$ cat config.mk
export PLATFORM = sky130hd
export DESIGN_NAME = csr_reg_file
export DESIGN_NICKNAME = d
export VERILOG_FILES = /design/src/rtl/csr_reg_file_pkg.sv /design/src/rtl/csr_reg_file_trap_fsm.sv /design/src/rtl/csr_reg_file.sv
export SDC_FILE = /design/constraint.sdc
export NUM_CORES = 1
export LEC_CHECK = 0
export CELL_PAD_IN_SITES_DETAIL_PLACEMENT = 0
export CELL_PAD_IN_SITES_GLOBAL_PLACEMENT = 1
export CORE_ASPECT_RATIO = 0.9
export CORE_MARGIN = 1.5
export CORE_UTILIZATION = 49
export CTS_BUF_LIST = sky130_fd_sc_hd__clkbuf_4
export DETAILED_ROUTE_END_ITERATION = 16
export DONT_BUFFER_PORTS = 1
export GPL_TIMING_DRIVEN = 0
export HOLD_SLACK_MARGIN = 0.1
export PLACE_DENSITY = 0.92
export SLEW_MARGIN = 20
export SYNTH_ARGS = -nofsm -noshare
export SYNTH_HDL_FRONTEND = slang
export SYNTH_SLANG_ARGS = --single-unit
$ cat constraint.sdc
create_clock -name i_clk -period 3.4 [get_ports i_clk]
set_clock_uncertainty 0.15 [all_clocks]
set_input_delay 0.68 -clock i_clk [delete_from_list [all_inputs] [get_ports i_clk]]
set_output_delay 0.68 -clock i_clk [all_outputs]
set_load 0.005 [all_outputs]
$ cat src/rtl/csr_reg_file_pkg.sv
// Shared constants for the machine-mode CSR block: addresses, mstatus fields,
// trap cause codes, XLEN encodings and the trap FSM state type.
package csr_reg_file_pkg;

  localparam int XLEN_32B = 1;
  localparam int XLEN_64B = 2;

  localparam logic [11:0] CSR_MSTATUS  = 12'h300;
  localparam logic [11:0] CSR_MIE      = 12'h304;
  localparam logic [11:0] CSR_MTVEC    = 12'h305;
  localparam logic [11:0] CSR_MSCRATCH = 12'h340;
  localparam logic [11:0] CSR_MEPC     = 12'h341;
  localparam logic [11:0] CSR_MCAUSE   = 12'h342;
  localparam logic [11:0] CSR_MTVAL    = 12'h343;
  localparam logic [11:0] CSR_MCYCLE   = 12'hB00;
  localparam logic [11:0] CSR_MINSTRET = 12'hB02;

  localparam int MCAUSE_ECALL = 11;
  localparam int MSTATUS_MIE  = 3;
  localparam int MSTATUS_MPIE = 7;
  localparam logic [1:0] MSTATUS_MPP_M = 2'b11;

  typedef enum logic {S_RUN, S_HANDLER} trap_state_e;

  function automatic int xlen_width(input int xlen);
    return 1 << (xlen + 4);
  endfunction

endpackage

$ cat src/rtl/csr_reg_file_trap_fsm.sv
// Trap sequencer: tracks whether a handler is running and selects the
// redirect target for ecall (mtvec) and mret (mepc). ecall outranks mret.
//
// state     | meaning
// S_RUN     | normal execution, no trap handler active
// S_HANDLER | an ecall has been taken, handler running until mret
module csr_reg_file_trap_fsm
  import csr_reg_file_pkg::*;
#(
  parameter int W = 64
) (
  input  logic         i_clk,
  input  logic         i_rst,
  input  logic         i_ecall,
  input  logic         i_mret,
  input  logic [W-1:0] i_mtvec,
  input  logic [W-1:0] i_mepc,
  output logic         o_take_trap,
  output logic         o_take_mret,
  output logic         o_redirect,
  output logic [W-1:0] o_redirect_pc,
  output logic         o_in_handler
);

  trap_state_e r_state;
  trap_state_e w_state_nxt;

  always_ff @(posedge i_clk) begin
    if (i_rst) r_state <= S_RUN;
    else       r_state <= w_state_nxt;
  end

  always_comb begin
    w_state_nxt   = r_state;
    o_take_trap   = 1'b0;
    o_take_mret   = 1'b0;
    o_redirect    = 1'b0;
    o_redirect_pc = '0;
    if (i_ecall) begin
      w_state_nxt   = S_HANDLER;
      o_take_trap   = 1'b1;
      o_redirect    = 1'b1;
      o_redirect_pc = i_mtvec;
    end else if (i_mret) begin
      w_state_nxt   = S_RUN;
      o_take_mret   = 1'b1;
      o_redirect    = 1'b1;
      o_redirect_pc = i_mepc;
    end
  end

  assign o_in_handler = (r_state == S_HANDLER);

endmodule

$ cat src/rtl/csr_reg_file.sv
// Machine-mode CSR storage with writeback bypass and trap field updates.
// Define CSR_COUNTERS_EN to add the mcycle/minstret counters.
module csr_reg_file
  import csr_reg_file_pkg::*;
#(
  parameter int          XLEN        = XLEN_64B,
  parameter logic [63:0] RESET_MTVEC = '0,
  localparam int         W           = xlen_width(XLEN)
) (
  input  logic         i_clk,
  input  logic         i_rst,
  input  logic [11:0]  i_csr_addr_d,
  output logic [W-1:0] o_csr_data_d,
  input  logic         i_csr_reg_write_w,
  input  logic [11:0]  i_csr_rd_w,
  input  logic [W-1:0] i_new_csr_w,
  input  logic         i_instr_retired_w,
  input  logic         i_ecall_e,
  input  logic         i_mret_e,
  input  logic [W-1:0] i_pc_e,
  output logic         o_redirect_e,
  output logic [W-1:0] o_redirect_pc_e,
  output logic         o_in_handler
);

  localparam logic [W-1:0] RESET_MTVEC_W = W'(RESET_MTVEC) & ~W'(3);

  // Value a write to address a would actually store (read-only/zero bits applied).
  function automatic logic [W-1:0] wr_mask(input logic [11:0] a, input logic [W-1:0] v);
    logic [W-1:0] m;
    m = '0;
    case (a)
      CSR_MSTATUS: begin
        m[12:11]         = MSTATUS_MPP_M;
        m[MSTATUS_MPIE] = v[MSTATUS_MPIE];
        m[MSTATUS_MIE]  = v[MSTATUS_MIE];
      end
      CSR_MTVEC, CSR_MEPC: m = {v[W-1:2], 2'b00};
      CSR_MIE, CSR_MSCRATCH, CSR_MCAUSE, CSR_MTVAL: m = v;
`ifdef CSR_COUNTERS_EN
      CSR_MCYCLE, CSR_MINSTRET: m = v;
`endif
      default: m = '0;
    endcase
    return m;
  endfunction

  logic         r_mstatus_mie, r_mstatus_mpie;
  logic [W-1:0] r_mie, r_mtvec, r_mscratch, r_mepc, r_mcause, r_mtval;
`ifdef CSR_COUNTERS_EN
  logic [W-1:0] r_mcycle, r_minstret;
`endif

  logic [W-1:0] w_wb_val, w_mstatus, w_mtvec_eff, w_mepc_eff, w_rd_val;
  logic         w_wr_mstatus, w_mie_wb, w_mpie_wb, w_take_trap, w_take_mret;

  assign w_wb_val     = wr_mask(i_csr_rd_w, i_new_csr_w);
  assign w_wr_mstatus = i_csr_reg_write_w && (i_csr_rd_w == CSR_MSTATUS);
  assign w_mie_wb     = w_wr_mstatus ? i_new_csr_w[MSTATUS_MIE]  : r_mstatus_mie;
  assign w_mpie_wb    = w_wr_mstatus ? i_new_csr_w[MSTATUS_MPIE] : r_mstatus_mpie;
  assign w_mtvec_eff  = (i_csr_reg_write_w && i_csr_rd_w == CSR_MTVEC) ? w_wb_val : r_mtvec;
  assign w_mepc_eff   = (i_csr_reg_write_w && i_csr_rd_w == CSR_MEPC)  ? w_wb_val : r_mepc;

  always_comb begin
    w_mstatus                = '0;
    w_mstatus[12:11]         = MSTATUS_MPP_M;
    w_mstatus[MSTATUS_MPIE] = r_mstatus_mpie;
    w_mstatus[MSTATUS_MIE]  = r_mstatus_mie;
  end

  always_comb begin
    w_rd_val = '0;
    case (i_csr_addr_d)
      CSR_MSTATUS:  w_rd_val = w_mstatus;
      CSR_MIE:      w_rd_val = r_mie;
      CSR_MTVEC:    w_rd_val = r_mtvec;
      CSR_MSCRATCH: w_rd_val = r_mscratch;
      CSR_MEPC:     w_rd_val = r_mepc;
      CSR_MCAUSE:   w_rd_val = r_mcause;
      CSR_MTVAL:    w_rd_val = r_mtval;
`ifdef CSR_COUNTERS_EN
      CSR_MCYCLE:   w_rd_val = r_mcycle;
      CSR_MINSTRET: w_rd_val = r_minstret;
`endif
      default:      w_rd_val = '0;
    endcase
    if (i_csr_reg_write_w && (i_csr_rd_w == i_csr_addr_d))
      w_rd_val = wr_mask(i_csr_addr_d, i_new_csr_w);
  end

  assign o_csr_data_d = w_rd_val;

  // WB write lands first; trap/mret then override only the fields they own.
  always_ff @(posedge i_clk) begin
    if (i_rst) begin
      r_mstatus_mie  <= 1'b0;
      r_mstatus_mpie <= 1'b0;
      r_mie          <= '0;
      r_mtvec        <= RESET_MTVEC_W;
      r_mscratch     <= '0;
      r_mepc         <= '0;
      r_mcause       <= '0;
      r_mtval        <= '0;
    end else begin
      r_mstatus_mie  <= w_mie_wb;
      r_mstatus_mpie <= w_mpie_wb;
      if (i_csr_reg_write_w) begin
        case (i_csr_rd_w)
          CSR_MIE:      r_mie      <= w_wb_val;
          CSR_MTVEC:    r_mtvec    <= w_wb_val;
          CSR_MSCRATCH: r_mscratch <= w_wb_val;
          CSR_MEPC:     r_mepc     <= w_wb_val;
          CSR_MCAUSE:   r_mcause   <= w_wb_val;
          CSR_MTVAL:    r_mtval    <= w_wb_val;
          default: ;
        endcase
      end
      if (w_take_trap) begin
        r_mepc         <= {i_pc_e[W-1:2], 2'b00};
        r_mcause       <= W'(MCAUSE_ECALL);
        r_mtval        <= '0;
        r_mstatus_mpie <= w_mie_wb;
        r_mstatus_mie  <= 1'b0;
      end else if (w_take_mret) begin
        r_mstatus_mie  <= w_mpie_wb;
        r_mstatus_mpie <= 1'b1;
      end
    end
  end

`ifdef CSR_COUNTERS_EN
  always_ff @(posedge i_clk) begin
    if (i_rst) begin
      r_mcycle   <= '0;
      r_minstret <= '0;
    end else begin
      if (i_csr_reg_write_w && i_csr_rd_w == CSR_MCYCLE) r_mcycle <= w_wb_val;
      else                                               r_mcycle <= r_mcycle + 1'b1;
      if (i_csr_reg_write_w && i_csr_rd_w == CSR_MINSTRET) r_minstret <= w_wb_val;
      else if (i_instr_retired_w)                          r_minstret <= r_minstret + 1'b1;
    end
  end
`else
  logic w_unused_retire;
  assign w_unused_retire = i_instr_retired_w;
`endif

  csr_reg_file_trap_fsm #(.W(W)) u_trap_fsm (
    .i_clk         (i_clk),
    .i_rst         (i_rst),
    .i_ecall       (i_ecall_e),
    .i_mret        (i_mret_e),
    .i_mtvec       (w_mtvec_eff),
    .i_mepc        (w_mepc_eff),
    .o_take_trap   (w_take_trap),
    .o_take_mret   (w_take_mret),
    .o_redirect    (o_redirect_e),
    .o_redirect_pc (o_redirect_pc_e),
    .o_in_handler  (o_in_handler)
  );

endmodule
==> flow_summary.json <==
{
  "syn_avg_cell_area_um2": 8.31,
  "startpoint_type": "input pin",
  "crit_type": "input pin to primary output",
  "setup_tns_ps": -21.7,
  "internal-power_mw": 7.03,
  "wl_per_cell_um": 24.9,
  "synth_nets": 2397,
  "startpoint": "i_ecall_e",
  "min_period_ps": 3420,
  "p_leak_nw": 7.72,
  "power_frac_clock_pct": 43.7,
  "cp.arrival_ps": 2590,
  "period_share_pct": 100,
  "met1_length_um": 29100,
  "finish.net_count": 2700,
  "area_delta_synth_final_pct": 25.2,
  "powerDensity_nw_per_um2": 411,
  "cap_violations": 0,
  "first_global_vias": 18900,
  "die_y_um": 188,
  "p_sw_share_pct": 26.6,
  "netlist_instances": 2239,
  "die_area_um2": 39100,
  "timing.fmax_mhz": 293,
  "core_um2": 37300,
  "wl_um": 77100,
  "highest_layer": "met5",
  "max-vdd-ir-drop_v": 0.000264,
  "grt_max_degree": 15,
  "p_seq_share_pct": 48.4,
  "fin_cells": 3101,
  "hold_violations": 0,
  "final_antenna_net_count": 0,
  "num_rows": 67,
  "switchingPower_mw": 2.55,
  "ys_types": 55,
  "status": "complete, but fails checks",
  "cts_tree": "done",
  "seq_area_frac_synth_pct": 41.6,
  "ios": 288,
  "ys_warn_count": 0,
  "synthFlopType": "dfxtp_1",
  "portBuffers": 0,
  "dr_wl_met3_um": 9010,
  "grt.overflow.total": 0,
  "via_per_inst": 6.26,
  "cts_sinks": 387,
  "crit_fanout": 10,
  "layout_commonest_cell": "nand2_1",
  "grt_pass1_wl_um": 114000,
  "synth.largest_area_cell": "dfxtp_1",
  "remaining_drc_errors": 0,
  "htreeDepth": 3,
  "relSlewSlack_pct": 38.7,
  "final_cell_mix": "541 x nand2_1, 387 x dfxtp_1, 276 x a21oi_1",
  "synth_edf_count": 0,
  "fillers": 3166,
  "synth_area_leaders": "dfxtp_1 42%, nand2_1 11%, mux2i_1 8.8%",
  "end_kind": "primary output",
  "dpl.hpwl_um": 50700,
  "cp.required_ps": 2570,
  "wl_met2_um": 34900,
  "hold_path.class": "input pin to flip-flop",
  "path_clk_slew_ps": 70,
  "cts_buffers": 102,
  "place_inst": 2723,
  "synth.top_cell.area_share_pct": 41.6,
  "worst_pin_slew_ps": 920,
  "dr.pass1.iters": 8,
  "setup_violations": 3,
  "drive_gt1_share_pct": 15.8,
  "pwr-share-comb_pct": 7.9,
  "synth_area_um2": 18600,
  "async_flop_share_pct": 0,
  "initial_utilization_pct": 49.9,
  "min_from": "i_new_csr_w[3]",
  "cts_buffer_depth": 3,
  "synth-seq-cells": 387,
  "root_buffer": "clkbuf_4",
  "fin_ws_ps": -16.3,
  "drtIter0Drc": 2237,
  "rrSetupSlack_ps": 1700,
  "vias": 19400,
  "die_x_um": 208,
  "grt_use_total_pct": 38.0,
  "clock_latency_ps": 800,
  "gp_congestion": 0.934,
  "r2r-start": "r_mepc[39]$_SDFFE_PP0P_",
  "antenna_found_initial": 2,
  "final-max-slew-violation-count": 0,
  "final_util_pct": 62.4,
  "failed_checks": "negative setup slack"
}
sequential cells by signal (all words and copies together), names as in the netlist:
| register | count |
|---|---|
| r_mstatus_mpie | 1 |
| r_mtval | 64 |
| r_mie | 64 |
| r_mtvec | 64 |
| r_mepc | 64 |
| u_trap_fsm.o_in_handler | 1 |
| r_mstatus_mie | 1 |
| r_mscratch | 64 |
| r_mcause | 64 |
cell type report:
| type | count | area, µm² | share of cell area [%] |
|---|---|---|---|
| diodes | 1 | 2.50 | 0.0107 |
| plain buffers | 208 | 1260 | 5.40 |
| clock buffers | 154 | 1160 | 4.96 |
| clock inverters | 25 | 128 | 0.548 |
| inverters | 6 | 22.5 | 0.0967 |
| multi-input cells | 1633 | 10300 | 44.3 |
| flip-flops and latches | 387 | 7750 | 33.3 |
| well taps | 483 | 604 | 2.59 |
| repair buffers | 204 | 2050 | 8.79 |
per-layer routing:
layer  GRT usage, %  up-vias
li1               -     8570
met1           46.9     9218
met5              0        -
met2           60.6     1338
met3           10.4      280
met4           19.8        2
timing repair:
action                                 CTS  global route
setup endpoints to repair              126           112
cloned                                   1             3
setup buffers                           24             9
gates resized for setup                135            81
endpoints found under the hold margin  382             0
pin swaps                                8             6
hold buffers                           166             0
power by group through the flow:
| stage | clock (mW) | combinational (mW) | sequential [mW] |
|---|---|---|---|
| after floorplan | 0 | 0.337 | 4.71 |
| after global placement | 0 | 0.500 | 4.73 |
| after detailed placement | 0 | 0.507 | 4.73 |
| after CTS | 4.16 | 0.714 | 4.63 |
| after global routing | 4.44 | 0.790 | 4.63 |
| final | 4.18 | 0.757 | 4.63 |
cells in the mapped netlist, types with 2 or more instances:
library cell / count
a211oi_1: 67
inv_1: 6
or2_2: 5
buf_4: 4
a22o_1: 50
a221oi_1: 11
nand2_1: 542
buf_2: 51
nor4b_4: 2
nand4_1: 3
mux2i_1: 163
o21ai_0: 42
clkbuf_1: 143
nor3b_1: 7
xnor2_1: 12
nor3_1: 6
a22oi_1: 11
nor2_1: 152
nand2b_1: 4
a21oi_1: 276
or3_1: 5
nor2b_1: 3
nand3_1: 3
a32o_1: 2
mux2_2: 2
a31oi_1: 4
dfxtp_1: 387
and2_1: 62
o2bb2ai_1: 59
a222oi_1: 25
or4_1: 2
or3b_1: 2
o22ai_1: 62
buf_1: 4
mux4_2: 30
o32ai_1: 2
buf_6: 4
buf_12: 6
nand4bb_1: 2
final timing paths:
path,end,depth (start not counted)
max,o_redirect_pc_e[13],6
max reg2reg,r_mepc[39]$_SDFFE_PP0P_,3
min,r_mepc[3]$_SDFFE_PP0P_,3
min reg2reg,r_mscratch[31]$_SDFFE_PP0P_,2
cells by family (layout without fill, tap and decap cells):
group | Yosys count | in the layout | share of synthesized area [%]
AND/OR/NAND/NOR | 809 | 809 | 18.3
AO/OA/AOI/OAI | 617 | 617 | 21.4
flip-flops | 387 | 387 | 41.6
buffers and inverters | 219 | 597 | 5.55
multiplexers | 195 | 195 | 12.5
XOR/XNOR | 12 | 12 | 0.565
other | 0 | 1 | 0
through the flow:
stage          total power, mW  cell area (µm²)  hold WS, ps  setup WS, ps
6_report                  9.57            23300          176         -16.3
5_1_grt                   9.86            23300          138         -29.8
4_1_cts                   9.50            22800          132         -20.6
3_5_place_dp              5.24            19200          296          -881
3_3_place_gp              5.23            19200          289         -1270
2_1_floorplan             5.05            18600          283           175
critical path, cell delays in order:
cell and delay (ps):
clkbuf_2 220, inv_1 120, buf_2 500, nand2_4 320
clkbuf_2 320, o22ai_1 400
Note: power is estimated with default switching activity, not from simulation.
